<file path="config.mk">
export PLATFORM = sky130hd
export DESIGN_NAME = video_timing_generator_flat
export DESIGN_NICKNAME = d
export VERILOG_FILES = /design/src/rtl/video_timing_pkg.sv /design/src/rtl/video_timing_generator_if.sv /design/src/rtl/video_timing_generator_wrap_counter.sv /design/src/rtl/video_timing_generator.sv /design/src/flat_wrapper.sv
export SDC_FILE = /design/constraint.sdc
export NUM_CORES = 1
export LEC_CHECK = 0
export BUFFER_PORTS_ARGS = -buffer_cell sky130_fd_sc_hd__buf_2
export CAP_MARGIN = 0
export CORE_MARGIN = 3
export CORE_UTILIZATION = 55
export DETAILED_ROUTE_END_ITERATION = 10
export PLACE_DENSITY = 0.79
export SLEW_MARGIN = 20
export SYNTH_ARGS = -nofsm -noshare
export SYNTH_HDL_FRONTEND = slang
export SYNTH_SLANG_ARGS = --single-unit
export TNS_END_PERCENT = 100
</file>
<file path="constraint.sdc">
create_clock -name i_clk -period 2 [get_ports i_clk]
set_clock_uncertainty 0.2 [all_clocks]
set_input_delay 0.2 -clock i_clk [delete_from_list [all_inputs] [get_ports i_clk]]
set_output_delay 0.2 -clock i_clk [all_outputs]
set_load 0.01 [all_outputs]
</file>
<file path="src/rtl/video_timing_pkg.sv">
// Default 640x480@60 raster constants shared by the video timing generator files.
package video_timing_pkg;

  localparam int H_ACTIVE = 640;
  localparam int H_FP     = 16;
  localparam int H_SYNC   = 96;
  localparam int H_BP     = 48;
  localparam int V_ACTIVE = 480;
  localparam int V_FP     = 10;
  localparam int V_SYNC   = 2;
  localparam int V_BP     = 33;

  localparam bit HS_POL   = 1'b0;
  localparam bit VS_POL   = 1'b0;

  localparam int H_TOTAL  = H_ACTIVE + H_FP + H_SYNC + H_BP;
  localparam int V_TOTAL  = V_ACTIVE + V_FP + V_SYNC + V_BP;

  localparam int COORD_W  = 10;

endpackage

</file>
<file path="src/rtl/video_timing_generator_if.sv">
// Timing bundle between the generator (master) and the pixel stage (slave).
interface video_timing_generator_if;
  import video_timing_pkg::*;

  logic               i_en;
  logic               o_de;
  logic               o_hs;
  logic               o_vs;
  logic [COORD_W-1:0] o_x;
  logic [COORD_W-1:0] o_y;
  logic               o_line_start;
  logic               o_frame_start;

  modport master (
    input  i_en,
    output o_de, o_hs, o_vs, o_x, o_y, o_line_start, o_frame_start
  );

  modport slave (
    output i_en,
    input  o_de, o_hs, o_vs, o_x, o_y, o_line_start, o_frame_start
  );

endinterface

</file>
<file path="src/rtl/video_timing_generator_wrap_counter.sv">
// Modulo-MAX up counter; o_wrap flags the terminal count MAX-1.
module wrap_counter #(
  parameter int MAX = 800,
  parameter int W   = $clog2(MAX)
) (
  input  logic         i_clk,
  input  logic         i_rst,
  input  logic         i_inc,
  output logic [W-1:0] o_cnt,
  output logic         o_wrap
);

  localparam logic [W-1:0] LAST = W'(MAX - 1);
  localparam logic [W-1:0] ONE  = W'(1);

  logic [W-1:0] cnt_q;
  logic [W-1:0] cnt_d;

  // Next count: wrap to zero after the terminal value
  always_comb begin
    if (cnt_q == LAST) begin
      cnt_d = '0;
    end else begin
      cnt_d = cnt_q + ONE;
    end
  end

  // Count register, advances only when incremented
  always_ff @(posedge i_clk or posedge i_rst) begin
    if (i_rst) begin
      cnt_q <= '0;
    end else if (i_inc) begin
      cnt_q <= cnt_d;
    end
  end

  assign o_cnt  = cnt_q;
  assign o_wrap = (cnt_q == LAST);

endmodule

</file>
<file path="src/rtl/video_timing_generator.sv">
// Raster timing generator: h/v counters, combinational decode, one output register stage.
module video_timing_generator #(
  parameter int H_ACTIVE = video_timing_pkg::H_ACTIVE,
  parameter int H_FP     = video_timing_pkg::H_FP,
  parameter int H_SYNC   = video_timing_pkg::H_SYNC,
  parameter int H_BP     = video_timing_pkg::H_BP,
  parameter int V_ACTIVE = video_timing_pkg::V_ACTIVE,
  parameter int V_FP     = video_timing_pkg::V_FP,
  parameter int V_SYNC   = video_timing_pkg::V_SYNC,
  parameter int V_BP     = video_timing_pkg::V_BP,
  parameter bit HS_POL   = video_timing_pkg::HS_POL,
  parameter bit VS_POL   = video_timing_pkg::VS_POL
) (
  input logic                      i_clk,
  input logic                      i_rst,
  video_timing_generator_if.master vt
);
  import video_timing_pkg::*;

  localparam int H_TOT = H_ACTIVE + H_FP + H_SYNC + H_BP;
  localparam int V_TOT = V_ACTIVE + V_FP + V_SYNC + V_BP;
  localparam int HW    = $clog2(H_TOT);
  localparam int VW    = $clog2(V_TOT);

  logic [HW-1:0] h_cnt;
  logic [VW-1:0] v_cnt;
  logic          h_wrap;
  logic          v_last_unused;

  wrap_counter #(.MAX(H_TOT), .W(HW)) u_h_cnt (
    .i_clk (i_clk),
    .i_rst (i_rst),
    .i_inc (vt.i_en),
    .o_cnt (h_cnt),
    .o_wrap(h_wrap)
  );

  wrap_counter #(.MAX(V_TOT), .W(VW)) u_v_cnt (
    .i_clk (i_clk),
    .i_rst (i_rst),
    .i_inc (vt.i_en & h_wrap),
    .o_cnt (v_cnt),
    .o_wrap(v_last_unused)
  );

  logic               de_d, hs_d, vs_d, ls_d, fs_d;
  logic               de_q, hs_q, vs_q, ls_q, fs_q;
  logic [COORD_W-1:0] x_d, y_d, x_q, y_q;

  // Decode the current counter position; vs follows v, which only moves at h wrap
  always_comb begin
    de_d = (int'(h_cnt) < H_ACTIVE) && (int'(v_cnt) < V_ACTIVE);
    hs_d = ((int'(h_cnt) >= H_ACTIVE + H_FP) && (int'(h_cnt) < H_ACTIVE + H_FP + H_SYNC))
           ? HS_POL : ~HS_POL;
    vs_d = ((int'(v_cnt) >= V_ACTIVE + V_FP) && (int'(v_cnt) < V_ACTIVE + V_FP + V_SYNC))
           ? VS_POL : ~VS_POL;
    x_d  = de_d ? COORD_W'(h_cnt) : '0;
    y_d  = de_d ? COORD_W'(v_cnt) : '0;
    ls_d = (h_cnt == '0);
    fs_d = (h_cnt == '0) && (v_cnt == '0);
  end

  // Output register stage, frozen while disabled
  always_ff @(posedge i_clk or posedge i_rst) begin
    if (i_rst) begin
      de_q <= 1'b0;
      hs_q <= ~HS_POL;
      vs_q <= ~VS_POL;
      x_q  <= '0;
      y_q  <= '0;
      ls_q <= 1'b0;
      fs_q <= 1'b0;
    end else if (vt.i_en) begin
      de_q <= de_d;
      hs_q <= hs_d;
      vs_q <= vs_d;
      x_q  <= x_d;
      y_q  <= y_d;
      ls_q <= ls_d;
      fs_q <= fs_d;
    end
  end

  assign vt.o_de          = de_q;
  assign vt.o_hs          = hs_q;
  assign vt.o_vs          = vs_q;
  assign vt.o_x           = x_q;
  assign vt.o_y           = y_q;
  assign vt.o_line_start  = ls_q;
  assign vt.o_frame_start = fs_q;

endmodule

</file>
<file path="src/flat_wrapper.sv">
// flat-port wrapper written by rule: the top's interface ports become plain ports
module video_timing_generator_flat import video_timing_pkg::*;
#(
  parameter int H_ACTIVE = video_timing_pkg::H_ACTIVE,
  parameter int H_FP     = video_timing_pkg::H_FP,
  parameter int H_SYNC   = video_timing_pkg::H_SYNC,
  parameter int H_BP     = video_timing_pkg::H_BP,
  parameter int V_ACTIVE = video_timing_pkg::V_ACTIVE,
  parameter int V_FP     = video_timing_pkg::V_FP,
  parameter int V_SYNC   = video_timing_pkg::V_SYNC,
  parameter int V_BP     = video_timing_pkg::V_BP,
  parameter bit HS_POL   = video_timing_pkg::HS_POL,
  parameter bit VS_POL   = video_timing_pkg::VS_POL
)
  (i_clk, i_rst, vt_i_en, vt_o_de, vt_o_hs, vt_o_vs, vt_o_x, vt_o_y, vt_o_line_start, vt_o_frame_start);
  video_timing_generator_if vt_i ();
  input logic i_clk;
  input logic i_rst;
  input wire logic [$bits(vt_i.i_en)-1:0] vt_i_en;
  output wire logic [$bits(vt_i.o_de)-1:0] vt_o_de;
  output wire logic [$bits(vt_i.o_hs)-1:0] vt_o_hs;
  output wire logic [$bits(vt_i.o_vs)-1:0] vt_o_vs;
  output wire logic [$bits(vt_i.o_x)-1:0] vt_o_x;
  output wire logic [$bits(vt_i.o_y)-1:0] vt_o_y;
  output wire logic [$bits(vt_i.o_line_start)-1:0] vt_o_line_start;
  output wire logic [$bits(vt_i.o_frame_start)-1:0] vt_o_frame_start;
  assign vt_i.i_en = vt_i_en;
  assign vt_o_de = vt_i.o_de;
  assign vt_o_hs = vt_i.o_hs;
  assign vt_o_vs = vt_i.o_vs;
  assign vt_o_x = vt_i.o_x;
  assign vt_o_y = vt_i.o_y;
  assign vt_o_line_start = vt_i.o_line_start;
  assign vt_o_frame_start = vt_i.o_frame_start;
  video_timing_generator #(.H_ACTIVE(H_ACTIVE), .H_FP(H_FP), .H_SYNC(H_SYNC), .H_BP(H_BP), .V_ACTIVE(V_ACTIVE), .V_FP(V_FP), .V_SYNC(V_SYNC), .V_BP(V_BP), .HS_POL(HS_POL), .VS_POL(VS_POL)) u_core (.i_clk(i_clk), .i_rst(i_rst), .vt(vt_i));
endmodule
</file>
# Yosys cells after proc, flatten, opt, wreduce, memory -nomap -nowiden
# Index checks and enable logic that the tools add are counted.
dict set report word_totals {
  register_bits 45
  in_bits 3
  out_inout_bits 25
}
dict set report classes {
  addsub 2
  order_cmp 6
  eq_ne 2
  muxes 6
  n_bitwise 1
  reduce_logical 6
}
# cell n
set op_table {}
lappend op_table {{two-way mux 10 bit} 4}
lappend op_table {{adder 10 x 1 -> 10 bit, second input constant} 2}
lappend op_table {{== test 10 bit, second input constant} 2}
lappend op_table {{zero test 10 bit} 2}
lappend op_table {{< comparator 10 bit, second input constant} 2}
lappend op_table {{< comparator 10 x 9 -> 1 bit, second input constant} 2}
lappend op_table {{>= comparator 10 bit, second input constant} 1}
lappend op_table {{>= comparator 10 x 9 -> 1 bit, second input constant} 1}
lappend op_table {{logical AND 1 bit} 4}
lappend op_table {{two-way mux 1 bit} 2}
lappend op_table {{bitwise AND 1 bit} 1}

# Longest topological paths before layout
dict set report depth {
  depth_word 3
  depth_mapped 7
}

# Hierarchy
# A second synthesis with hierarchy kept.
dict set report unflattened {
  cells_unflattened 181
  area_unflattened_um2 2054.5
}
# module n_inst cells_each area_each_um2 seq_area_each_um2
set modules_own_cells {}
lappend modules_own_cells {video_timing_generator 1 75 1007.2 628.1}
lappend modules_own_cells {{wrap_counter (u_core.u_v_cnt)} 1 55 536.8 250.2}
lappend modules_own_cells {{wrap_counter (u_core.u_h_cnt)} 1 51 510.5 250.2}

# Worst setup path before layout
# Ideal clock, no wire load.
dict set report synth_timing {
  path_kind {reg-to-reg}
  from {register u_core.u_v_cnt.cnt_q[0] (netlist: u_core.u_v_cnt.o_cnt[0])}
  to {register u_core.fs_q (netlist: u_core.vt.o_frame_start)}
  setup_ps 75
  t_arrival_ps 1467
  path_slack_ps 258
  path_stages_with_launch 8
  period_less_slack_ps 1742
  path_cell_list {dfrtp_1 clkbuf_1 inv_1 ha_1 and2b_1 nand2_2 or4_1 o2bb2ai_2}
}
dict set report synth_via {
  elab_chain_len 2
}
# element line
set synth_rtl {}
lappend synth_rtl {{from (decl)} video_timing_generator_wrap_counter.sv:16} ;# logic [W-1:0] cnt_q;
lappend synth_rtl {{from (signal assigned)} video_timing_generator_wrap_counter.sv:33} ;# cnt_q <= cnt_d;
lappend synth_rtl {{zero test 10 bit} video_timing_generator.sv:60} ;# fs_d = (h_cnt == '0) && (v_cnt == '0);
lappend synth_rtl {{logical AND 1 bit} video_timing_generator.sv:60}
lappend synth_rtl {{to (signal assigned)} video_timing_generator.sv:80} ;# fs_q <= fs_d;
lappend synth_rtl {{to (decl)} video_timing_generator.sv:47} ;# logic de_q, hs_q, vs_q, ls_q, fs_q;
# Every way passes these cells.
# A chain may end at the register's enable or synchronous reset.

# Worst setup path after layout
dict set report layout_timing {
  from {register u_core.u_h_cnt.cnt_q[0] (netlist: u_core.u_h_cnt.o_cnt[0])}
  to {register u_core.u_v_cnt.cnt_q[4] (netlist: u_core.u_v_cnt.o_cnt[4])}
}
dict set report layout_via {
  elab_chain_len 2
}
# element line
set layout_rtl {}
lappend layout_rtl {{from (decl)} video_timing_generator_wrap_counter.sv:16}
lappend layout_rtl {{from (signal assigned)} video_timing_generator_wrap_counter.sv:33}
lappend layout_rtl {{== test 10 bit} video_timing_generator_wrap_counter.sv:38} ;# assign o_wrap = (cnt_q == LAST);
lappend layout_rtl {{bitwise AND 1 bit} video_timing_generator.sv:41} ;# .i_inc (vt.i_en & h_wrap),
# Every way passes these cells.

==> impl_metrics.tcl <==
set metrics [dict create \
    postSynth.asyncResetShare 1.000 \
    clock_latency_ns 0.30 \
    largest_fanout_of_any_net_on_the_critical_path 6 \
    total_leakage_power_uw 0.001187 \
    final.setup.worst_slack_ns 0.06728 \
    max_cap_violations 0 \
    antenna_found_initial 0 \
    synthesized_area_um2 2123 \
    detailed_place_hpwl_um 3115 \
    detail-route-antenna-nets 0 \
    clock_sinks 45 \
    worst_ep_required_time_ns 2.05 \
    max_incr_delay_on_cp_ns 0.48 \
    timing.setup.tns_ns 0 \
    insertedDiodeCount 0 \
    finalWeightedCongestion 0.8372 \
    timing.critical_path.arrival_ns 1.98 \
    fp.dieH_um 68.14 \
    final_core_utilization 0.6894 \
    finalCritPeriodShare 0.9664 \
    power.density_nw_per_um2 893.4 \
    synth_seq_cells 45 \
    total_global_routing_overflow 0 \
    report.final.hold_viol_count 0 \
    cp.buffers_inverters 0 \
    area_delta_synth_final_pct 14.32 \
    std_cell_rows 21 \
    cell_breakdown_of_the_critical_path "ha_1, and4bb_2, nand4_1, a311oi_1, a21o_2" \
    detail_route.iter0.violations 174 \
    global_route_wire_length_before_repair_um 7327 \
    drt-vias-per-instance 6.011 \
    worst_setup_path_end_kind "flop" \
    stdcell_count 270 \
    yosys_warnings 0 \
    run_status "finished clean" \
    maxSlewViolCount 0 \
    setup_repair_after_global_routing_missed_its_margin "false" \
    final.hold.worst_slack_ns 0.04449 \
    first_global_vias 1577 \
    cts_inserted_buffers 5 \
    grt_use_total 0.2163 \
    max-slew-margin-rel 0.6258 \
    dieArea_um2 4642 \
    timing.final.crit_period_ns 1.933 \
    post_detailed_routing_wire_length_um 4475 \
    grt_start_max_net_pins 46 \
    synth.net_count 202 \
    die_width_um 68.14 \
    preCtsSetupSlack_ns 0.03661 \
    drt_pre_antenna_iters 4 \
    synth_edf_count 0 \
    crit_path_start_kind "flop" \
    synth_seq_area_share 0.5315 \
    io_buffer_count 27 \
    peakVddDrop_v 0.0004866 \
    setup_violations 0 \
    worst_setup_hold_path_clk_slew_ns 0.08 \
    timing_worst_setup_path_type "flop to flop" \
    ys.flop_type "dfrtp_1" \
    fmax_ghz 0.5174 \
    netlist_instances 195 \
    syn_area_per_cell_um2 10.89 \
    tritoncts "yes" \
    worst-slew-pin-transition_ns 0.5613 \
    core_area_um2 3521 \
    cpMaxStageDelayCell "dfrtp_1" \
    kind_of_cell_with_the_highest_combined_delay_on_the_critical_path "flip-flops" \
    placedCellCount 261 \
    drcViolationCount 0 \
    number_of_distinct_standard_cells_referenced_by_the_synthesized_netlist 44 \
    num-nets-final 230 \
    route.detailed.wl_per_inst_um 16.57 \
    cts-htree-levels 2 \
    start_util 0.6031 \
    vias 1623 \
    ctsLongestPathBuffers 2 \
    proportion_of_layout_cells_with_a_drive_suffix_above_1 0.2589 \
    top_level_ports 28 \
    root_buffer_master "clkbuf_8" \
    min_path_type "input pin to flop" \
]
-- worst register-to-register path: stages (launching register included) --
cell	delay, ns
dfrtp_1	0.48
ha_1	0.25
and4bb_2	0.26
nand4_1	0.21
a311oi_1	0.35
a21o_2	0.13
-- sequential cells by signal, indices dropped and copies added, names as in the netlist --
| signal | count |
|---|---|
| u_core.u_h_cnt.o_cnt | 10 |
| u_core.u_v_cnt.o_cnt | 10 |
| u_core.vt.o_de | 1 |
| u_core.vt.o_frame_start | 1 |
| u_core.vt.o_hs | 1 |
| u_core.vt.o_line_start | 1 |
| u_core.vt.o_vs | 1 |
| u_core.vt.o_x | 10 |
| u_core.vt.o_y | 10 |
-- path summary, 6_finish.rpt --
path                                         startpoint                      end  slack [ns]  cells after the start
worst max register to register  u_core.u_h_cnt.o_cnt[0]  u_core.u_v_cnt.o_cnt[4]        0.07                      5
worst min-delay path                            vt_i_en         u_core.vt.o_y[9]        0.04                      2
max in group asynchronous                         i_rst  u_core.u_v_cnt.o_cnt[1]        0.82                      4
worst min register to register           u_core.vt.o_de           u_core.vt.o_de        0.29                      1
min in group asynchronous                         i_rst         u_core.vt.o_y[4]        0.38                      4
worst max-delay path            u_core.u_h_cnt.o_cnt[0]  u_core.u_v_cnt.o_cnt[4]        0.07                      5
-- layer usage --
metal | vias to the layer above | global-route usage | part of all wire | wire (µm)
met3 | 7 | 0.05747 | 0.066 | 295
met4 | 0 | 0.1042 | 0.020 | 89
li1 | 763 | - | - | -
met2 | 54 | 0.3418 | 0.47 | 2088
met5 | - | 0 | 0 | 0
met1 | 799 | 0.2747 | 0.45 | 2002
-- through the flow --
| step | cell area (µm²) | power, µW |
|---|---|---|
| floorplan | 2123 | 1339 |
| detailed placement | 2288 | 1455 |
| global route | 2427 | 2264 |
| finish | 2427 | 2169 |
| global placement | 2288 | 1439 |
| CTS | 2419 | 2179 |
-- cell type report --
cell class | instances | area [µm²]
tap | 46 | 57.56
multi-input combinational | 126 | 880.8
sequential | 45 | 1130
fill | 273 | 1094
timing repair buffer | 36 | 205.2
inverter | 9 | 33.78
clock buffer | 6 | 82.58
clock inverter | 2 | 37.54
-- kinds of logic after synthesis --
logic type,after synthesis,synth area share
buf+inv,24,0.05715
xor+xnor,9,0.03713
compound gates,45,0.1656
flops,45,0.5315
simple gates,67,0.1803
mux,1,0.004714
fa+ha+maj,4,0.02357
-- placed cells by master, fill, tap and decap left out, drive strengths merged, types with 2 or more instances in the layout --
cell type and count:
dfrtp 43, buf 35, a22o 18, nand2 17
o21ai 10, inv 9, nor2 9, nor3 8
nand3 7, nand4 6, xor2 6, clkbuf 6
a21o 5, ha 4, nor4 4, and2 3
xnor2 3, and4bb 2, and4b 2, and3 2
and4 2, a32o 2, a31oi 2, dfstp 2
-- where the power goes --
part	switching [µW]	leakage [µW]	internal, µW
sequential	109	0.000593	1000
combinational	187	0.000537	152
clock	313	0.0000574	406
total	609	0.00119	1560
-- timing repair --
item,in CTS,in global routing
resized for setup,0,4
hold endpoints to repair,43,0
hold buffers,1,0
buffers inserted,0,0
endpoints found under the setup margin,0,21
-- synth_stat cells, drive strengths merged (3+ instances only) --
cell	number	area, µm²
ha	4	50.05
o21ai	10	50.05
nand2	17	66.32
buf	11	72.56
nor3	8	40.04
nor2	9	33.78
and2	3	18.77
a21o	5	40.04
a22o	18	158.9
xnor2	3	26.28
xor2	6	52.55
inv	9	33.78
dfrtp	43	1076
nand4	6	37.54
nor4	4	40.04
clkbuf	4	15.01
nand3	7	35.03
(Power assumes the default switching activity.)
